**config.mk**
```make
export PLATFORM = sky130hd
export DESIGN_NAME = bf16_divider
export DESIGN_NICKNAME = d
export VERILOG_FILES = /design/src/rtl/bf16_pkg.sv /design/src/rtl/bf16_mant_divider.sv /design/src/rtl/bf16_divider.sv
export SDC_FILE = /design/constraint.sdc
export NUM_CORES = 1
export LEC_CHECK = 0
export CAP_MARGIN = 25
export CORE_MARGIN = 5
export CORE_UTILIZATION = 61
export CTS_CLUSTER_DIAMETER = 80
export DETAILED_ROUTE_END_ITERATION = 7
export HOLD_SLACK_MARGIN = 0.15
export PLACE_DENSITY = 0.95
export SLEW_MARGIN = 20
export SYNTH_ARGS = -nofsm -noshare
export SYNTH_HDL_FRONTEND = slang
export SYNTH_SLANG_ARGS = --single-unit
```
**constraint.sdc**
```tcl
create_clock -name clk -period 6.8 [get_ports clk]
set_clock_uncertainty 0.2 [all_clocks]
set_input_delay 1.36 -clock clk [delete_from_list [all_inputs] [get_ports clk]]
set_output_delay 1.36 -clock clk [all_outputs]
set_load 0.05 [all_outputs]
```
**src/rtl/bf16_pkg.sv**
```systemverilog
// rtl/bf16_pkg.sv - bfloat16 format constants, FSM states and flag indices for the divider
package bf16_pkg;

    localparam int EXP_W  = 8;
    localparam int FRAC_W = 7;
    localparam int MANT_W = FRAC_W + 1;
    localparam int QUO_W  = 11;
    localparam int BIAS   = 127;

    localparam logic [15:0] QNAN    = 16'h7FC0;
    localparam logic [15:0] POS_INF = 16'h7F80;

    typedef enum logic [1:0] {
        IDLE,
        DIVIDE,
        ROUND,
        DONE
    } state_t;

    localparam int FLAG_INVALID   = 3;
    localparam int FLAG_DIV_ZERO  = 2;
    localparam int FLAG_OVERFLOW  = 1;
    localparam int FLAG_UNDERFLOW = 0;

endpackage

```
**src/rtl/bf16_mant_divider.sv**
```systemverilog
// rtl/bf16_mant_divider.sv - iterative restoring divider producing a Q1.10 mantissa quotient
module bf16_mant_divider
    import bf16_pkg::*;
(
    input  logic              clk,
    input  logic              rst_n,
    input  logic              start,
    input  logic [MANT_W-1:0] ma,
    input  logic [MANT_W-1:0] mb,
    output logic [QUO_W-1:0]  quo,
    output logic              sticky,
    output logic              done
);

    logic [9:0]        rem;
    logic [MANT_W-1:0] div;
    logic [3:0]        cnt;
    logic              busy;
    logic              ge;
    logic [9:0]        rem_sub;

    always_comb begin
        ge      = rem >= {2'b00, div};
        rem_sub = ge ? (rem - {2'b00, div}) : rem;
    end

    // done flags the final iteration; quo and sticky are complete from the next cycle on
    assign done   = busy & (cnt == 4'd10);
    assign sticky = |rem;

    always_ff @(posedge clk or negedge rst_n) begin
        if (!rst_n) begin
            rem  <= '0;
            div  <= '0;
            cnt  <= '0;
            busy <= 1'b0;
            quo  <= '0;
        end else if (start) begin
            rem  <= {2'b00, ma};
            div  <= mb;
            cnt  <= '0;
            busy <= 1'b1;
            quo  <= '0;
        end else if (busy) begin
            quo <= {quo[QUO_W-2:0], ge};
            rem <= {rem_sub[8:0], 1'b0};
            cnt <= cnt + 4'd1;
            if (cnt == 4'd10)
                busy <= 1'b0;
        end
    end

endmodule

```
**src/rtl/bf16_divider.sv**
```systemverilog
// rtl/bf16_divider.sv - multi-cycle bfloat16 divider q = a / b with valid/ready handshake
module bf16_divider
    import bf16_pkg::*;
(
    input  logic        clk,
    input  logic        rst_n,
    input  logic        in_valid,
    output logic        in_ready,
    input  logic [15:0] a,
    input  logic [15:0] b,
    output logic        out_valid,
    input  logic        out_ready,
    output logic [15:0] q,
    output logic [3:0]  flags
);

    state_t           state;
    logic             sign;
    logic [EXP_W-1:0] ea;
    logic [EXP_W-1:0] eb;

    logic [EXP_W-1:0]  a_exp, b_exp;
    logic              a_nan, b_nan, a_inf, b_inf, a_zero, b_zero, in_sign;
    logic              special;
    logic [15:0]       spec_q;
    logic [3:0]        spec_flags;
    logic              start;

    logic [QUO_W-1:0]  quo;
    logic              div_sticky;
    logic              div_done;

    logic [QUO_W-1:0]  quo_n;
    logic              shift, guard, st, inc, carry;
    logic [MANT_W:0]   mant_r;
    logic [MANT_W-1:0] mant_f;
    logic signed [9:0] e_calc;
    logic [15:0]       rnd_q;
    logic [3:0]        rnd_flags;

    assign in_ready = (state == IDLE) & rst_n;
    assign start    = (state == IDLE) & in_valid & ~special;

    always_comb begin
        a_exp   = a[14:7];
        b_exp   = b[14:7];
        a_nan   = (a_exp == 8'hFF) & (a[6:0] != 7'd0);
        b_nan   = (b_exp == 8'hFF) & (b[6:0] != 7'd0);
        a_inf   = (a_exp == 8'hFF) & (a[6:0] == 7'd0);
        b_inf   = (b_exp == 8'hFF) & (b[6:0] == 7'd0);
        a_zero  = (a_exp == 8'h00);
        b_zero  = (b_exp == 8'h00);
        in_sign = a[15] ^ b[15];

        special    = 1'b1;
        spec_q     = {in_sign, 15'd0};
        spec_flags = 4'h0;
        if (a_nan | b_nan | (a_zero & b_zero) | (a_inf & b_inf)) begin
            spec_q                    = QNAN;
            spec_flags[FLAG_INVALID]  = 1'b1;
        end else if (a_inf) begin
            spec_q = {in_sign, POS_INF[14:0]};
        end else if (b_zero) begin
            spec_q                    = {in_sign, POS_INF[14:0]};
            spec_flags[FLAG_DIV_ZERO] = 1'b1;
        end else if (a_zero | b_inf) begin
            spec_q = {in_sign, 15'd0};
        end else begin
            special = 1'b0;
        end
    end

    bf16_mant_divider u_mant_div (
        .clk    (clk),
        .rst_n  (rst_n),
        .start  (start),
        .ma     ({1'b1, a[6:0]}),
        .mb     ({1'b1, b[6:0]}),
        .quo    (quo),
        .sticky (div_sticky),
        .done   (div_done)
    );

    // Normalise into [1,2), round to nearest even, then range-check the biased exponent
    always_comb begin
        shift  = ~quo[QUO_W-1];
        quo_n  = shift ? {quo[QUO_W-2:0], 1'b0} : quo;
        guard  = quo_n[2];
        st     = (|quo_n[1:0]) | div_sticky;
        inc    = guard & (st | quo_n[3]);
        mant_r = {1'b0, quo_n[10:3]} + {{MANT_W{1'b0}}, inc};
        carry  = mant_r[MANT_W];
        mant_f = carry ? 8'h80 : mant_r[MANT_W-1:0];
        e_calc = $signed({2'b00, ea}) - $signed({2'b00, eb}) + 10'sd127
               - $signed({9'd0, shift}) + $signed({9'd0, carry});

        rnd_flags = 4'h0;
        if (e_calc >= 10'sd255) begin
            rnd_q                     = {sign, POS_INF[14:0]};
            rnd_flags[FLAG_OVERFLOW]  = 1'b1;
        end else if (e_calc <= 10'sd0) begin
            rnd_q                     = {sign, 15'd0};
            rnd_flags[FLAG_UNDERFLOW] = 1'b1;
        end else begin
            rnd_q = {sign, e_calc[7:0], mant_f[FRAC_W-1:0]};
        end
    end

    always_ff @(posedge clk or negedge rst_n) begin
        if (!rst_n) begin
            state     <= IDLE;
            sign      <= 1'b0;
            ea        <= '0;
            eb        <= '0;
            out_valid <= 1'b0;
            q         <= 16'h0000;
            flags     <= 4'h0;
        end else begin
            case (state)
                IDLE: begin
                    if (in_valid) begin
                        sign <= in_sign;
                        ea   <= a_exp;
                        eb   <= b_exp;
                        if (special) begin
                            q         <= spec_q;
                            flags     <= spec_flags;
                            out_valid <= 1'b1;
                            state     <= DONE;
                        end else begin
                            state <= DIVIDE;
                        end
                    end
                end
                DIVIDE: begin
                    if (div_done)
                        state <= ROUND;
                end
                ROUND: begin
                    q         <= rnd_q;
                    flags     <= rnd_flags;
                    out_valid <= 1'b1;
                    state     <= DONE;
                end
                DONE: begin
                    if (out_ready) begin
                        out_valid <= 1'b0;
                        state     <= IDLE;
                    end
                end
                default: state <= IDLE;
            endcase
        end
    end

endmodule
```
**Yosys cells after proc, flatten, opt, wreduce, memory -nomap -nowiden**

Index checks and enable logic that the tools add are counted.

- Bitwise operators: 20
- Order comparisons: 3
- Multiplexer cells: 43
- Reductions and logical operators: 16
- Equal/unequal tests: 10
- Add/subtract/negate cells: 7

Operator list:

| operator | number |
|---|---|
| $mux 15 | 4 |
| $mux 16 | 3 |
| $mux 11 | 3 |
| $pmux 16 s2 | 1 |
| $mux 10 | 2 |
| $mux 1 | 17 |
| $eq 8x8->1 const B | 2 |
| $logic_not 8->1 | 2 |
| $mux 4 | 4 |
| $logic_not 7->1 | 2 |
| $reduce_bool 7->1 | 2 |
| $and 1x1->1 | 11 |
| $add 10x2->10 | 1 |
| $add 9x8->10 const B | 1 |
| $ge 10x8->1 | 1 |
| $ge 10x9->1 const B | 1 |
| $le 10x1->1 const B | 1 |
| $reduce_or 10->1 | 1 |
| $sub 10x2->10 | 1 |
| $add 8x1->9 | 1 |
| $mux 9 | 1 |
| $sub 8x8->9 | 1 |
| $sub 9x8->9 | 1 |
| $mux 2 | 4 |
| 19 further kinds | 31 |

- Output and inout port bits: 22
- Bits in registers: 74
- Input bits: 36
- Logic and storage cells: 111

**Depth between registers and ports, before layout**

- Word-level depth: 11
- Depth in mapped cells: 19
- Gate-level depth less buffers: 18

**Cells and area by module**

From an unflattened synthesis, not the netlist that was laid out.

- Cell total of the unflattened synthesis: 489
- Area, all modules: 4804.6 um^2

By module, submodules not included:

| module | sequential area each (um^2) | area an instance (um^2) | cells an instance | times used |
|---|---|---|---|---|
| bf16_divider | 1001.0 | 2872.8 | 289 | 1 |
| bf16_mant_divider | 850.8 | 1931.9 | 200 | 1 |

**Worst setup path after synthesis**

No wires, ideal clock.

- Path type: register -> register
- From: register u_mant_div.quo[10]
- To: register q[0]
- Cell stages (with the launch flop): 20
- Arrival: 3.839 ns
- Setup time: 0.067 ns
- Period minus slack after synthesis: 4.106 ns
- Setup slack: 2.694 ns
- Data required time: 6.533 ns
- Path buffers: 1
- Path through: dfrtp_1 buf_2 mux2i_1 nor2b_1 ha_1 nand3_1 nor2_1 nand2_1 nor2_1 fa_1 ha_1 inv_1 fa_1 nor2b_1 o21ai_0 a211oi_2 nor2b_1 a41o_4 nor4_4 a22o_1

- Word-level cells in the longest chain between the ends: 11
- Elaborated cells between the ends (all ways): 15
- Classes of those cells: 3 x add/sub; 2 x order compare; 5 x mux; 4 x bitwise; 1 x reduce/logical

RTL lines:

| item | RTL line | source |
|---|---|---|
| start: declaration | bf16_mant_divider.sv:10 | `output logic [QUO_W-1:0] quo,` |
| start signal: assignment | bf16_mant_divider.sv:45 | `quo <= {quo[QUO_W-2:0], ge};` |
| $mux 11 | bf16_divider.sv:87 | `quo_n = shift ? {quo[QUO_W-2:0], 1'b0} : quo;` |
| $reduce_or 2->1 | bf16_divider.sv:89 | `st = (\|quo_n[1:0]) \| div_sticky;` |
| $or 1x1->1 | bf16_divider.sv:89 |  |
| $or 1x1->1 | bf16_divider.sv:90 | `inc = guard & (st \| quo_n[3]);` |
| $and 1x1->1 | bf16_divider.sv:90 |  |
| $add 8x1->9 | bf16_divider.sv:91 | `mant_r = {1'b0, quo_n[10:3]} + {{MANT_W{1'b0}}, inc};` |
| $add 10x2->10 | bf16_divider.sv:95 | `- $signed({9'd0, shift}) + $signed({9'd0, carry});` |
| $le 10x1->1 | bf16_divider.sv:101 | `end else if (e_calc <= 10'sd0) begin` |
| $mux 15 | bf16_divider.sv:101 |  |
| $mux 15 * | bf16_divider.sv:98 | `if (e_calc >= 10'sd255) begin` |
| $pmux 16 s2 * | bf16_divider.sv:119 | `case (state)` |
| end signal: assignment | bf16_divider.sv:126 | `q <= spec_q;` |
| end signal: assignment | bf16_divider.sv:140 | `q <= rnd_q;` |
| end: declaration | bf16_divider.sv:13 | `output logic [15:0] q,` |

Every way passes the cells marked *; elsewhere a longest branch is shown, timed or not.
A chain may end at the register's enable or synchronous reset.

**Worst setup path after layout**

- From: register u_mant_div.quo[10]
- To: register q[4]

The elaborated chain is that of the path after synthesis.

==> reports/qor.csv <==
metric;value;unit
ys.flop_type;dfrtp_1;
r2r_end;q[4];
clk_latency;350;ps
wl_per_cell;17.30;um
synth-edff-count;0;
synth_largest_area_cell;dfrtp_1;
post-route-min-period;4841;ps
hp-start;u_mant_div.div[7];
setup_viol;0;
antenna_found_initial;0;
drive_above_1_share;0.1099;
fin_crit_sh;0.7118;
worstPathMaxFanout;19;
async_reset_ff_frac;1.000;
critPathBufInv;1;
worst_r2r_path_depth;18;
grt_pass1_vias;4184;
start_util;0.6282;
grt.overflow.total;0;
slowest_delay;820;ps
path_clk_slew;80;ps
cp_common_cell;nor2b_1;
route.detailed.drc;0;
cap_viol_max_count;0;
synth_top_area_frac;0.3795;
cp_data_arrival_time;4920;ps
num_io_pins;58;
synth.area.mux_share;0.07821;
rsz0062_at_grt;false;
grt_pass1_wl;19.48;mm
cts-root-buf;clkbuf_8;
drtPass1Iterations;5;
routed_wl;11.52;mm
cts_buffers;9;
synthCells;504;
final_max_slew_viol_count;0;
cts_setup_buffers;0;
synth.area.top_cells;dfrtp_1 38%, ha_1 8.2%, nor2_1 4.1%;
grt_usage;0.2407;
ys_types;67;
worstReg2RegStart;u_mant_div.quo[10];
die_x;99.44;um
critPathSlowestCell;dfrtp_1;
hp-class;flop to flop;
nets;631;
worst-setup-path-type;flop to flop;
min_path_cells;1;
slew_headroom;0.3828;
synth_fa_ha_area_frac;0.09846;
clock_path_buffers;2;
reg2reg_slack;1960;ps
synth_seq_cells;74;
synth_xor_area_frac;0.04641;
syn2layout_area_growth;17.74;%
fmax;206.6;MHz
synth_compound_area_frac;0.1936;
synth_top_family_by_area;compound AO/OA/AOI/OAI gates;
min_to;u_mant_div.div[7];
die_area;0.009888;mm^2
grt_start_max_net_pins;75;
hpwl;8.442;mm
critical_path.top_delay_family;simple AND/OR/NAND/NOR gates;
place.gp.congestion;0.9165;
fin_setup_tns;0;ps
end_kind;flop;
die_height;99.44;um
synth_simple_gate_area_frac;0.1546;
cts_tree;built;
coreArea;0.007767;mm^2
synth.avg_cell_area;9.682;um^2
layout_commonest_cell;dfrtp_1;
port_buffers;57;
vias_per_cell;6.110;
n_antenna_cell;0;
cts_resized;0;
cts.sinks;74;
final_cell_mix;74 x dfrtp_1, 56 x clkdlybuf4s50_1, 53 x nor2_1, 41 x inv_1, 37 x nand2_1;
cp.required;6880;ps
htreeDepth;3;
synth_nets;576;
start_kind;flop;
hold_viol_final;0;
hold_buffers;0;
fp-row-count;32;
num_vias;4069;
path_cells;mux2i_1 > nor2b_1 > ha_1 > nand3_1 > nor2_1 > nand2_1 > nor2_1 > fa_1 > ha_1 > inv_1 > fa_1 > nor2b_1 > o21ai_0 > a211oi_2 > nor2b_1 > a41o_4 > nor3_1 > a22o_1;
nFillCells;548;
status;completed;
drt_iter0_drc;221;
seq_area_frac_synth;0.3795;
synth_area;0.004880;mm^2
synth_warnings;0;
ant_nets;0;
worst_pin_slew;923.6;ps
-- area by class of cell --
cell class                      count  area, um^2  share of cell area
Multi-Input combinational cell    371        2790              0.4856
Clock buffer                       11       141.4             0.02461
Tap cell                          102       127.6             0.02221
Clock inverter                      5       77.57             0.01350
Inverter                           41       153.9             0.02679
Timing Repair Buffer               62       603.1              0.1050
Sequential cell                    74        1852              0.3223
-- per-layer routing --
metal / vias up / GRT usage / wire [um]
met3: 23 / 0.04488 / 716
met5: - / 0 / 0
met4: 0 / 0.08929 / 245
met2: 157 / 0.4354 / 5939
li1: 1906 / - / -
met1: 1983 / 0.2827 / 4618
-- synthesized netlist by cell type (3+ instances only) --
library cell / n
a211oi_1: 6
a211oi_2: 3
a21boi_0: 4
a21o_1: 4
a21oi_1: 14
a21oi_4: 3
a22o_1: 12
a31oi_1: 3
buf_2: 3
clkbuf_1: 11
dfrtp_1: 74
fa_1: 4
ha_1: 32
inv_1: 41
mux2_2: 17
mux2i_1: 19
nand2_1: 37
nand2b_1: 4
nand3_1: 4
nand4_1: 8
nor2_1: 53
nor2b_1: 7
nor3_1: 4
nor4_1: 8
o211a_1: 3
o211ai_1: 8
o21a_1: 3
o21ai_0: 31
o22a_1: 3
o22ai_1: 3
or2_2: 4
or3_1: 3
xnor2_1: 12
xor2_1: 12
-- metrics by stage --
stage / utilization / instances / hold slack, ps / worst slack, ps / cell area [um^2]
final: 0.7397 / 666 / 283.1 / 1960 / 5746
after global routing: 0.7397 / 666 / 307.7 / 1571 / 5746
after CTS: 0.7387 / 665 / 280.0 / 1992 / 5738
after detailed placement: 0.7105 / 649 / 261.6 / 2034 / 5519
after global placement: 0.7105 / 649 / 259.2 / 2253 / 5519
after floorplan: - / 504 / 239.6 / 2694 / 4880
-- how the worst max path moves through the flow --
stage,from,endpoint,cells after the start
after floorplan,u_mant_div.quo[10],q[0],19
after global placement,u_mant_div.quo[10],q[5],18
after detailed placement,u_mant_div.quo[10],q[2],18
after CTS,u_mant_div.quo[10],q[2],18
after global routing,u_mant_div.quo[10],q[3],18
final,u_mant_div.quo[10],q[4],18
-- sequential cells by signal (all words and copies together), names as in the netlist --
name and cells:
q 16, u_mant_div.quo 11, u_mant_div.rem 10, ea 8
eb 8, u_mant_div.div 8, flags 4, u_mant_div.cnt 4
state 2, out_valid 1, sign 1, u_mant_div.busy 1
-- kinds of logic after synthesis --
family	Yosys count
compound gates	124
buf+inv	59
fa+ha+maj	36
simple gates	150
mux	36
flops	74
xor+xnor	25
Power is not shown: default switching activity piles up to over one toggle a cycle in this logic, so the estimate is an artifact.
